## config.mk

```make
export PLATFORM = sky130hd
export DESIGN_NAME = fpu_issue_scheduler
export DESIGN_NICKNAME = d
export VERILOG_FILES = /design/src/rtl/fpu_issue_scheduler.sv
export SDC_FILE = /design/constraint.sdc
export NUM_CORES = 1
export LEC_CHECK = 0
export ABC_CLOCK_PERIOD_IN_PS = 17050
export CELL_PAD_IN_SITES_DETAIL_PLACEMENT = 1
export CELL_PAD_IN_SITES_GLOBAL_PLACEMENT = 1
export CORE_AREA = 2 2 157 159
export DETAILED_ROUTE_END_ITERATION = 8
export DIE_AREA = 0 0 159 161
export GPL_TIMING_DRIVEN = 0
export PLACE_DENSITY = 0.64
export SKIP_LAST_GASP = 1
export SYNTH_ARGS = -nofsm -noshare
export SYNTH_HDL_FRONTEND = slang
export SYNTH_SLANG_ARGS = --single-unit
```

## constraint.sdc

```tcl
create_clock -name clk -period 17.05 [get_ports clk]
set_clock_uncertainty 0.15 [all_clocks]
set_input_delay 5.115 -clock clk [delete_from_list [all_inputs] [get_ports clk]]
set_output_delay 5.115 -clock clk [all_outputs]
set_load 0.02 [all_outputs]
```

## src/rtl/fpu_issue_scheduler.sv

```systemverilog
// fpu_issue_scheduler: gates FP issue on scoreboard, writeback-slot ring, divider and condition-code state.
module fpu_issue_scheduler #(
    parameter int ADD_LAT = 2,
    parameter int MUL_LAT = 4,
    parameter int DIV_LAT = 10,
    parameter int MOV_LAT = 1
) (
    input  logic       clk,
    input  logic       reset,
    input  logic       issue_valid,
    input  logic [1:0] issue_class,
    input  logic       issue_double,
    input  logic [4:0] issue_fs,
    input  logic [4:0] issue_ft,
    input  logic [4:0] issue_fd,
    input  logic       issue_uses_ft,
    input  logic       issue_writes_fd,
    input  logic       issue_is_cmp,
    input  logic       bfpc_pending,
    output logic       issue_ready,
    output logic       stall,
    output logic       cc_stall,
    output logic       fpu_start,
    output logic       wb_valid,
    output logic [4:0] wb_fd,
    output logic       wb_double,
    output logic       busy
);
    logic [31:0] sb;
    logic [15:0] ringValid, ringWrites, ringCmp, ringDouble;
    logic [4:0]  ringFd [16];
    logic        ccPending, divBusy;
    logic [3:0]  divCnt, lat;
    logic [4:0]  fs, ft, fd;
    logic [31:0] needMask, setMask, clrMask;

    function automatic logic [31:0] pairMask(input logic [4:0] r, input logic dbl);
        pairMask = (32'd1 << r) | (dbl ? (32'd2 << r) : 32'd0);
    endfunction

    assign fs = issue_double ? {issue_fs[4:1], 1'b0} : issue_fs;
    assign ft = issue_double ? {issue_ft[4:1], 1'b0} : issue_ft;
    assign fd = issue_double ? {issue_fd[4:1], 1'b0} : issue_fd;
    assign lat = issue_class == 2'd0 ? 4'(ADD_LAT) :
                 issue_class == 2'd1 ? 4'(MUL_LAT) :
                 issue_class == 2'd2 ? 4'(DIV_LAT) : 4'(MOV_LAT);

    assign needMask = pairMask(fs, issue_double)
                    | (issue_uses_ft ? pairMask(ft, issue_double) : 32'd0)
                    | (issue_writes_fd ? pairMask(fd, issue_double) : 32'd0);
    assign setMask = issue_writes_fd ? pairMask(fd, issue_double) : 32'd0;
    assign clrMask = (ringValid[0] & ringWrites[0]) ? pairMask(ringFd[0], ringDouble[0]) : 32'd0;

    // Slot lat is the one that shifts into lat-1 at the edge, so it must be free now.
    assign issue_ready = issue_valid & ~reset & ~|(sb & needMask) & ~ringValid[lat]
                       & ~((issue_class == 2'd2) & divBusy) & ~(issue_is_cmp & ccPending);
    assign fpu_start = issue_valid & issue_ready;
    assign cc_stall  = bfpc_pending & ccPending;
    assign stall     = (issue_valid & ~issue_ready) | cc_stall;
    assign wb_valid  = ringValid[0] & (ringWrites[0] | ringCmp[0]);
    assign wb_fd     = wb_valid ? ringFd[0] : 5'd0;
    assign wb_double = wb_valid & ringDouble[0];
    assign busy      = |ringValid;

    always_ff @(posedge clk) begin
        if (reset) begin
            sb <= '0;
            ringValid <= '0;
            ringWrites <= '0;
            ringCmp <= '0;
            ringDouble <= '0;
            for (int k = 0; k < 16; k++) ringFd[k] <= '0;
            ccPending <= 1'b0;
            divBusy <= 1'b0;
            divCnt <= '0;
        end else begin
            sb <= (sb & ~clrMask) | (fpu_start ? setMask : 32'd0);
            for (int k = 0; k < 15; k++) begin
                ringValid[k] <= ringValid[k+1];
                ringWrites[k] <= ringWrites[k+1];
                ringCmp[k] <= ringCmp[k+1];
                ringDouble[k] <= ringDouble[k+1];
                ringFd[k] <= ringFd[k+1];
            end
            ringValid[15] <= 1'b0;
            ringWrites[15] <= 1'b0;
            ringCmp[15] <= 1'b0;
            ringDouble[15] <= 1'b0;
            ringFd[15] <= '0;
            if (fpu_start) begin
                ringValid[lat-1] <= 1'b1;
                ringWrites[lat-1] <= issue_writes_fd;
                ringCmp[lat-1] <= issue_is_cmp;
                ringDouble[lat-1] <= issue_double;
                ringFd[lat-1] <= fd;
            end
            ccPending <= (fpu_start & issue_is_cmp) ? 1'b1 : (ringValid[0] & ringCmp[0]) ? 1'b0 : ccPending;
            if (fpu_start && issue_class == 2'd2) begin
                divBusy <= 1'b1;
                divCnt <= 4'(DIV_LAT - 1);
            end else if (divBusy) begin
                divBusy <= divCnt != 4'd0;
                divCnt <= divCnt == 4'd0 ? 4'd0 : divCnt - 4'd1;
            end
        end
    end
endmodule

```

## Word level (Yosys, flattened, before mapping)

Memories as Yosys holds them, arrays and structs flattened.
Index checks and enable logic that the tools add are counted.

| word-level totals | value |
|---|---|
| bits in writable memories | 80 |
| memories | 1 |
| bits in latches | 0 |
| register bits | 102 |
| logic and storage cells | 146 |
| input port bits | 25 |
| ROM bits | 0 |

| operators by class | value |
|---|---|
| $mul | 0 |
| shifts and indexed selects | 8 |
| add/subtract/negate cells | 2 |
| $lt $le $gt $ge | 3 |
| reductions and logical operators | 12 |
| bitwise logic cells | 50 |
| equal/unequal tests | 2 |
| divide/modulo/power cells | 0 |
| mux-type cells | 55 |

Memories:

| name | depth | width | rd ports | clocked after Yosys merged registers in | write ports | RTL line | source |
|---|---|---|---|---|---|---|---|
| ringFd | 16 | 5 | 16 | 0 | 17 | 31 | `logic [4:0] ringFd [16];` |

Operator list:

| kind | number |
|---|---|
| $mux 32 | 8 |
| $or 32x32->32 | 7 |
| $shl 1x5->32 const A | 4 |
| $shl 2x5->32 const A | 4 |
| $mux 5 | 17 |
| $and 32x32->32 | 2 |
| $mux 15 | 4 |
| $bwmux 16 | 3 |
| $ge 32x1->1 const B | 1 |
| $lt 32x5->1 const B | 1 |
| $not 32->32 | 1 |
| $reduce_or 32->1 | 1 |
| $mux 4 | 6 |
| $or 1x1->1 | 18 |
| $or 15x16->16 | 1 |
| $reduce_or 16->1 | 1 |
| $and 1x1->1 | 15 |
| $mux 1 | 15 |
| $not 1->1 | 6 |
| $lt 4x5->1 const B | 1 |
| $sub 4x1->5 const B | 1 |
| $bmux 1 s4 | 1 |
| $demux 1 s4 | 1 |
| $logic_not 4->1 | 1 |
| other kinds (9) | 12 |

## Logic depth before layout (Yosys ltp)

| depth | value |
|---|---|
| word-level depth | 18 |
| depth in mapped cells | 13 |
| mapped depth without buffers | 10 |

## Worst setup path after synthesis

OpenSTA, ideal clock, no wires.

| timing path | value |
|---|---|
| path type | input-to-output |
| start point | input port issue_class[0] |
| end point | output port stall |
| buffers on the path | 3 |
| cell stages on the path | 12 |
| slack | 4.012 ns |
| data required time | 11.785 ns |
| data arrival time | 7.773 ns |
| path through | inv_1 > ha_1 > nor2_1 > mux4_2 > mux2i_1 > mux2i_1 > or4_1 > buf_2 > nor3_2 > clkbuf_1 > buf_2 > o21bai_1 |

| between the ends | value |
|---|---|
| word-level cells in the longest chain between the ends | 13 |
| elaborated cells between the ends (all ways) | 17 |
| those cells by class | eq/ne (2); mux (5); bitwise (9); reduce/logical (1) |

Ends and longest elaborated chain:

| element | RTL line | source |
|---|---|---|
| from (decl) | 11 | `input logic [1:0] issue_class,` |
| $eq 2x2->1 | 46, 56 |  |
| $mux 4 | 46 | `issue_class == 2'd2 ? 4'(DIV_LAT) : 4'(MOV_LAT);` |
| $mux 4 | 45 | `issue_class == 2'd1 ? 4'(MUL_LAT) :` |
| $mux 4 | 44 | `assign lat = issue_class == 2'd0 ? 4'(ADD_LAT) :` |
| $bmux 1 s4 | 55 | `assign issue_ready = issue_valid & ~reset & ~\|(sb & needMask) & ~ringValid[lat]` |
| $mux 1 (not written as such) | 55 |  |
| $not 1->1 | 55 |  |
| $and 1x1->1 | 55 |  |
| $and 1x1->1 (*) (2 in a row) | 56 | `& ~((issue_class == 2'd2) & divBusy) & ~(issue_is_cmp & ccPending);` |
| net issue_ready | 20 | `output logic issue_ready,` |
| $not 1->1 (*) | 59 | `assign stall = (issue_valid & ~issue_ready) \| cc_stall;` |
| $and 1x1->1 (*) | 59 |  |
| $or 1x1->1 (*) | 59 |  |
| to (decl) | 21 | `output logic stall,` |

The timed path passes the listed nets; every way through them passes the cells marked *. The select of a mux whose other input is x is not followed.

## Worst setup path in the final report

| timing path | value |
|---|---|
| start point | input port issue_fd[4] |
| end point | output port issue_ready |

| between the ends | value |
|---|---|
| word-level cells in the longest chain between the ends | 12 |
| elaborated cells between the ends (all ways) | 13 |
| those cells by class | shift (2); mux (2); bitwise (7); reduce/logical (2) |

Ends and longest elaborated chain:

| element | RTL line | source |
|---|---|---|
| from (decl) | 15 | `input logic [4:0] issue_fd,` |
| $shl 2x5->32 | 38 | `pairMask = (32'd1 << r) \| (dbl ? (32'd2 << r) : 32'd0);` |
| $mux 32 | 38 |  |
| $or 32x32->32 (*) | 38 |  |
| $mux 32 (*) | 50 | `\| (issue_writes_fd ? pairMask(fd, issue_double) : 32'd0);` |
| $or 32x32->32 (*) | 50 |  |
| $and 32x32->32 (*) | 55 |  |
| $reduce_or 32->1 (*) | 55 |  |
| $logic_not 1->1 (*) | 55 |  |
| $and 1x1->1 (*) (2 in a row) | 55 |  |
| $and 1x1->1 (*) (2 in a row) | 56 |  |
| to (decl) | 20 |  |

Every way passes the cells marked *; elsewhere a longest branch is shown, timed or not.

==> impl_metrics.sql <==
INSERT INTO impl_metrics (metric_group, metric, value, unit) VALUES
('sta', 'hold_violation_total_from_the_final_report', '0', ''),
('synth', 'netlist_instances', '949', ''),
('layout', 'antenna-diode-count', '0', ''),
('placed_design', 'placedInstanceArea', '8987', 'um2'),
('layout', 'multi_input_comb_area', '4183', 'um2'),
('clocking', 'cts_hold_buffers', '0', ''),
('sta', 'timing_max_transition_violations_final', '0', ''),
('synth', 'yosys_warnings', '0', ''),
('hold_path', 'holdPathStages', '2', ''),
('critical_path', 'path_class', 'in -> out', ''),
('layout', 'finish.utilization', '39.95', '%'),
('global_routing', 'global_route_wire_length_before_repair', '45.57', 'mm'),
('critical_path', 'highest_cell_delay_on_the_worst_timing_path', '650', 'ps'),
('placed_design', 'post-dp-hpwl', '21.22', 'mm'),
('global_routing', 'grt_pass1_vias', '7448', ''),
('critical_path', 'critical_path.cell_chain', 'clkdlybuf4s50_1 -> clkbuf_1 -> nand3_1 -> nor3_1 -> o31ai_1 -> nand4_1 -> or4_1 -> buf_2 -> nor3_2 -> clkbuf_1 -> buf_2 -> clkdlybuf4s50_1', ''),
('floorplanning', 'fp-row-count', '57', ''),
('sta', 'setup_repair_after_global_routing_missed_its_margin', 'false', ''),
('synth', 'avgSynthCellArea', '8.706', 'um2'),
('synth', 'synth.net_count', '982', ''),
('power', 'power_per_cell_area', '95.00', 'nW/um2'),
('clocking', 'post_cts.repair.setup_buffers', '0', ''),
('layout', 'mostFrequentLayoutCell', 'sky130_fd_sc_hd__dfxtp_1', ''),
('power', 'power.ir.vdd_worst', '57.89', 'uV'),
('layout', 'n_fill_cell', '2865', ''),
('synth', 'yosys_reg_bits', '182', ''),
('drt', 'detailedRoute.firstIterationViolations', '432', ''),
('critical_path', 'critPathRequiredTime', '11780', 'ps'),
('sta', 'tightestPinTransition', '1037', 'ps'),
('drt', 'postRouteWirelength', '29.45', 'mm'),
('global_routing', 'grt_antenna_before_repair', '0', ''),
('clocking', 'clk_pin_slew_worst_paths', '80', 'ps'),
('synth', 'yosys.area.top_type_share', '44.10', '%'),
('global_routing', 'leftover_overflow_at_the_end_of_global_routing', '0', ''),
('power', 'cellLeakagePower', '3.806', 'nW'),
('sta', 'max_slew_margin', '30.28', '%'),
('layout', 'sequential_cell_area', '3643', 'um2'),
('run_status', 'outcome', 'finished clean', ''),
('global_routing', 'grtUsageTotal', '23.44', '%'),
('clocking', 'clock_path_buffers', '2', ''),
('floorplanning', 'die_y', '161', 'um'),
('layout', 'layout-area-overhead-vs-synth', '15.87', '%'),
('clocking', 'post_cts.resized_instances', '0', ''),
('critical_path', 'critical-path-slowest-cell', 'sky130_fd_sc_hd__clkdlybuf4s50_1', ''),
('floorplanning', 'die_width', '159', 'um'),
('critical_path', 'worstRegToRegCells', '9', ''),
('sta', 'setup_tns', '0', 'ps'),
('floorplanning', 'floorplan.die_area', '25600', 'um2'),
('placed_design', 'port_buffers', '32', ''),
('sta', 'number_of_setup_violations_in_the_final_report', '0', ''),
('floorplanning', 'io_pins', '37', ''),
('drt', 'postRouteAntennaNets', '0', ''),
('synth', 'ys_dominant_reg_cell', 'sky130_fd_sc_hd__dfxtp_1', ''),
('synth', 'synth_top_cell_by_area', 'sky130_fd_sc_hd__dfxtp_1', ''),
('sta', 'post-route-min-period', '14900', 'ps'),
('floorplanning', 'initial_core_util', '34.48', '%'),
('clocking', 'clock_sink_count', '182', ''),
('clocking', 'ctsHtreeMaxLevel', '4', ''),
('layout', 'final_nets', '1033', ''),
('sta', 'hold_slack', '285.7', 'ps'),
('clocking', 'numCtsBuffers', '17', ''),
('synth', 'async_flop_share', '0', '%'),
('critical_path', 'critical_path.max_fanout', '10', ''),
('synth', 'netlist-cell-type-count', '56', ''),
('synth', 'seq_area_frac_synth', '44.10', '%'),
('global_routing', 'grt_max_degree', '20', ''),
('floorplanning', 'fp.coreArea', '23960', 'um2'),
('drt', 'drcViolationCount', '0', ''),
('drt', 'vias', '7199', ''),
('job', 'max_capacitance_violation_count', '0', ''),
('critical_path', 'cp-start-kind', 'primary input', '');
synthesized netlist by cell type (all sizes together) (16+ instances only):
library cell / number
nand3: 25
clkbuf: 48
mux2i: 90
dfxtp: 182
and2: 18
buf: 34
nor3: 67
o211ai: 25
nand2b: 21
o31ai: 24
nand2: 177
o21ai: 45
a31o: 16
nor2: 28
layout make-up:
class                      count  share of cell area (%)
multi-input combinational    670                   43.69
sequential                   182                   38.06
clock buffer                  17                   4.444
tap                          324                   4.235
buffer                        82                   3.960
timing repair buffer          32                   3.346
clock inverter                15                   1.673
inverter                      15                  0.5882
per-layer routing:
metal	track usage, %	wire, um	up-vias
met2	40.79	14310	150
met1	30.07	13310	3560
met3	2.799	923	52
li1	-	-	3437
met4	8.430	898	0
met5	0	0	-
stage by stage:
stage / total power, mW / cells / setup WS, ps
after detailed placement: 0.5246 / 1305 / 2195
after global routing: 0.9407 / 1337 / 1926
after global placement: 0.5246 / 1305 / 2145
final: 0.9094 / 1337 / 2145
after CTS: 0.9153 / 1337 / 2185
after floorplan: 0.4902 / 949 / 4012
power breakdown:
part | internal [mW] | total, mW | switching [mW]
Combinational | 0.0255 | 0.0816 | 0.0561
Clock | 0.196 | 0.394 | 0.198
Sequential | 0.431 | 0.434 | 0.00324
Total | 0.652 | 0.909 | 0.257
registers in the layout, summed over array words and instances (netlist names):
| register | count |
|---|---|
| ringDouble | 16 |
| ringFd | 80 |
| ringWrites | 16 |
| ringValid | 16 |
| divBusy | 1 |
| ringCmp | 16 |
| ccPending | 1 |
| sb | 32 |
| divCnt | 4 |
logic make-up (layout without fill, tap and decap cells):
logic type | Yosys count | count (layout) | synth area share, %
AO/OA/AOI/OAI | 151 | 151 | 12.66
XOR/XNOR | 2 | 2 | 0.2121
adder cells (fa/ha/maj) | 8 | 8 | 1.212
buffers and inverters | 97 | 161 | 5.270
flip-flops | 182 | 182 | 44.10
multiplexers | 93 | 93 | 11.72
AND/OR/NAND/NOR | 416 | 416 | 24.82
critical path: cells and delay by family:
family | cells | cell delay, ps
buf+inv | 6 | 2600
simple gates | 5 | 1480
compound gates | 1 | 440
path summary, 6_finish.rpt:
check	from	to	slack (ps)
worst max-delay path	issue_fd[4]	issue_ready	2150
worst min-delay path	ringWrites[3]	ringWrites[2]	290
worst max register to register	ringValid[0]	ringCmp[6]	13460
worst min register to register	ringWrites[3]	ringWrites[2]	290
(Power assumes the default switching activity.)
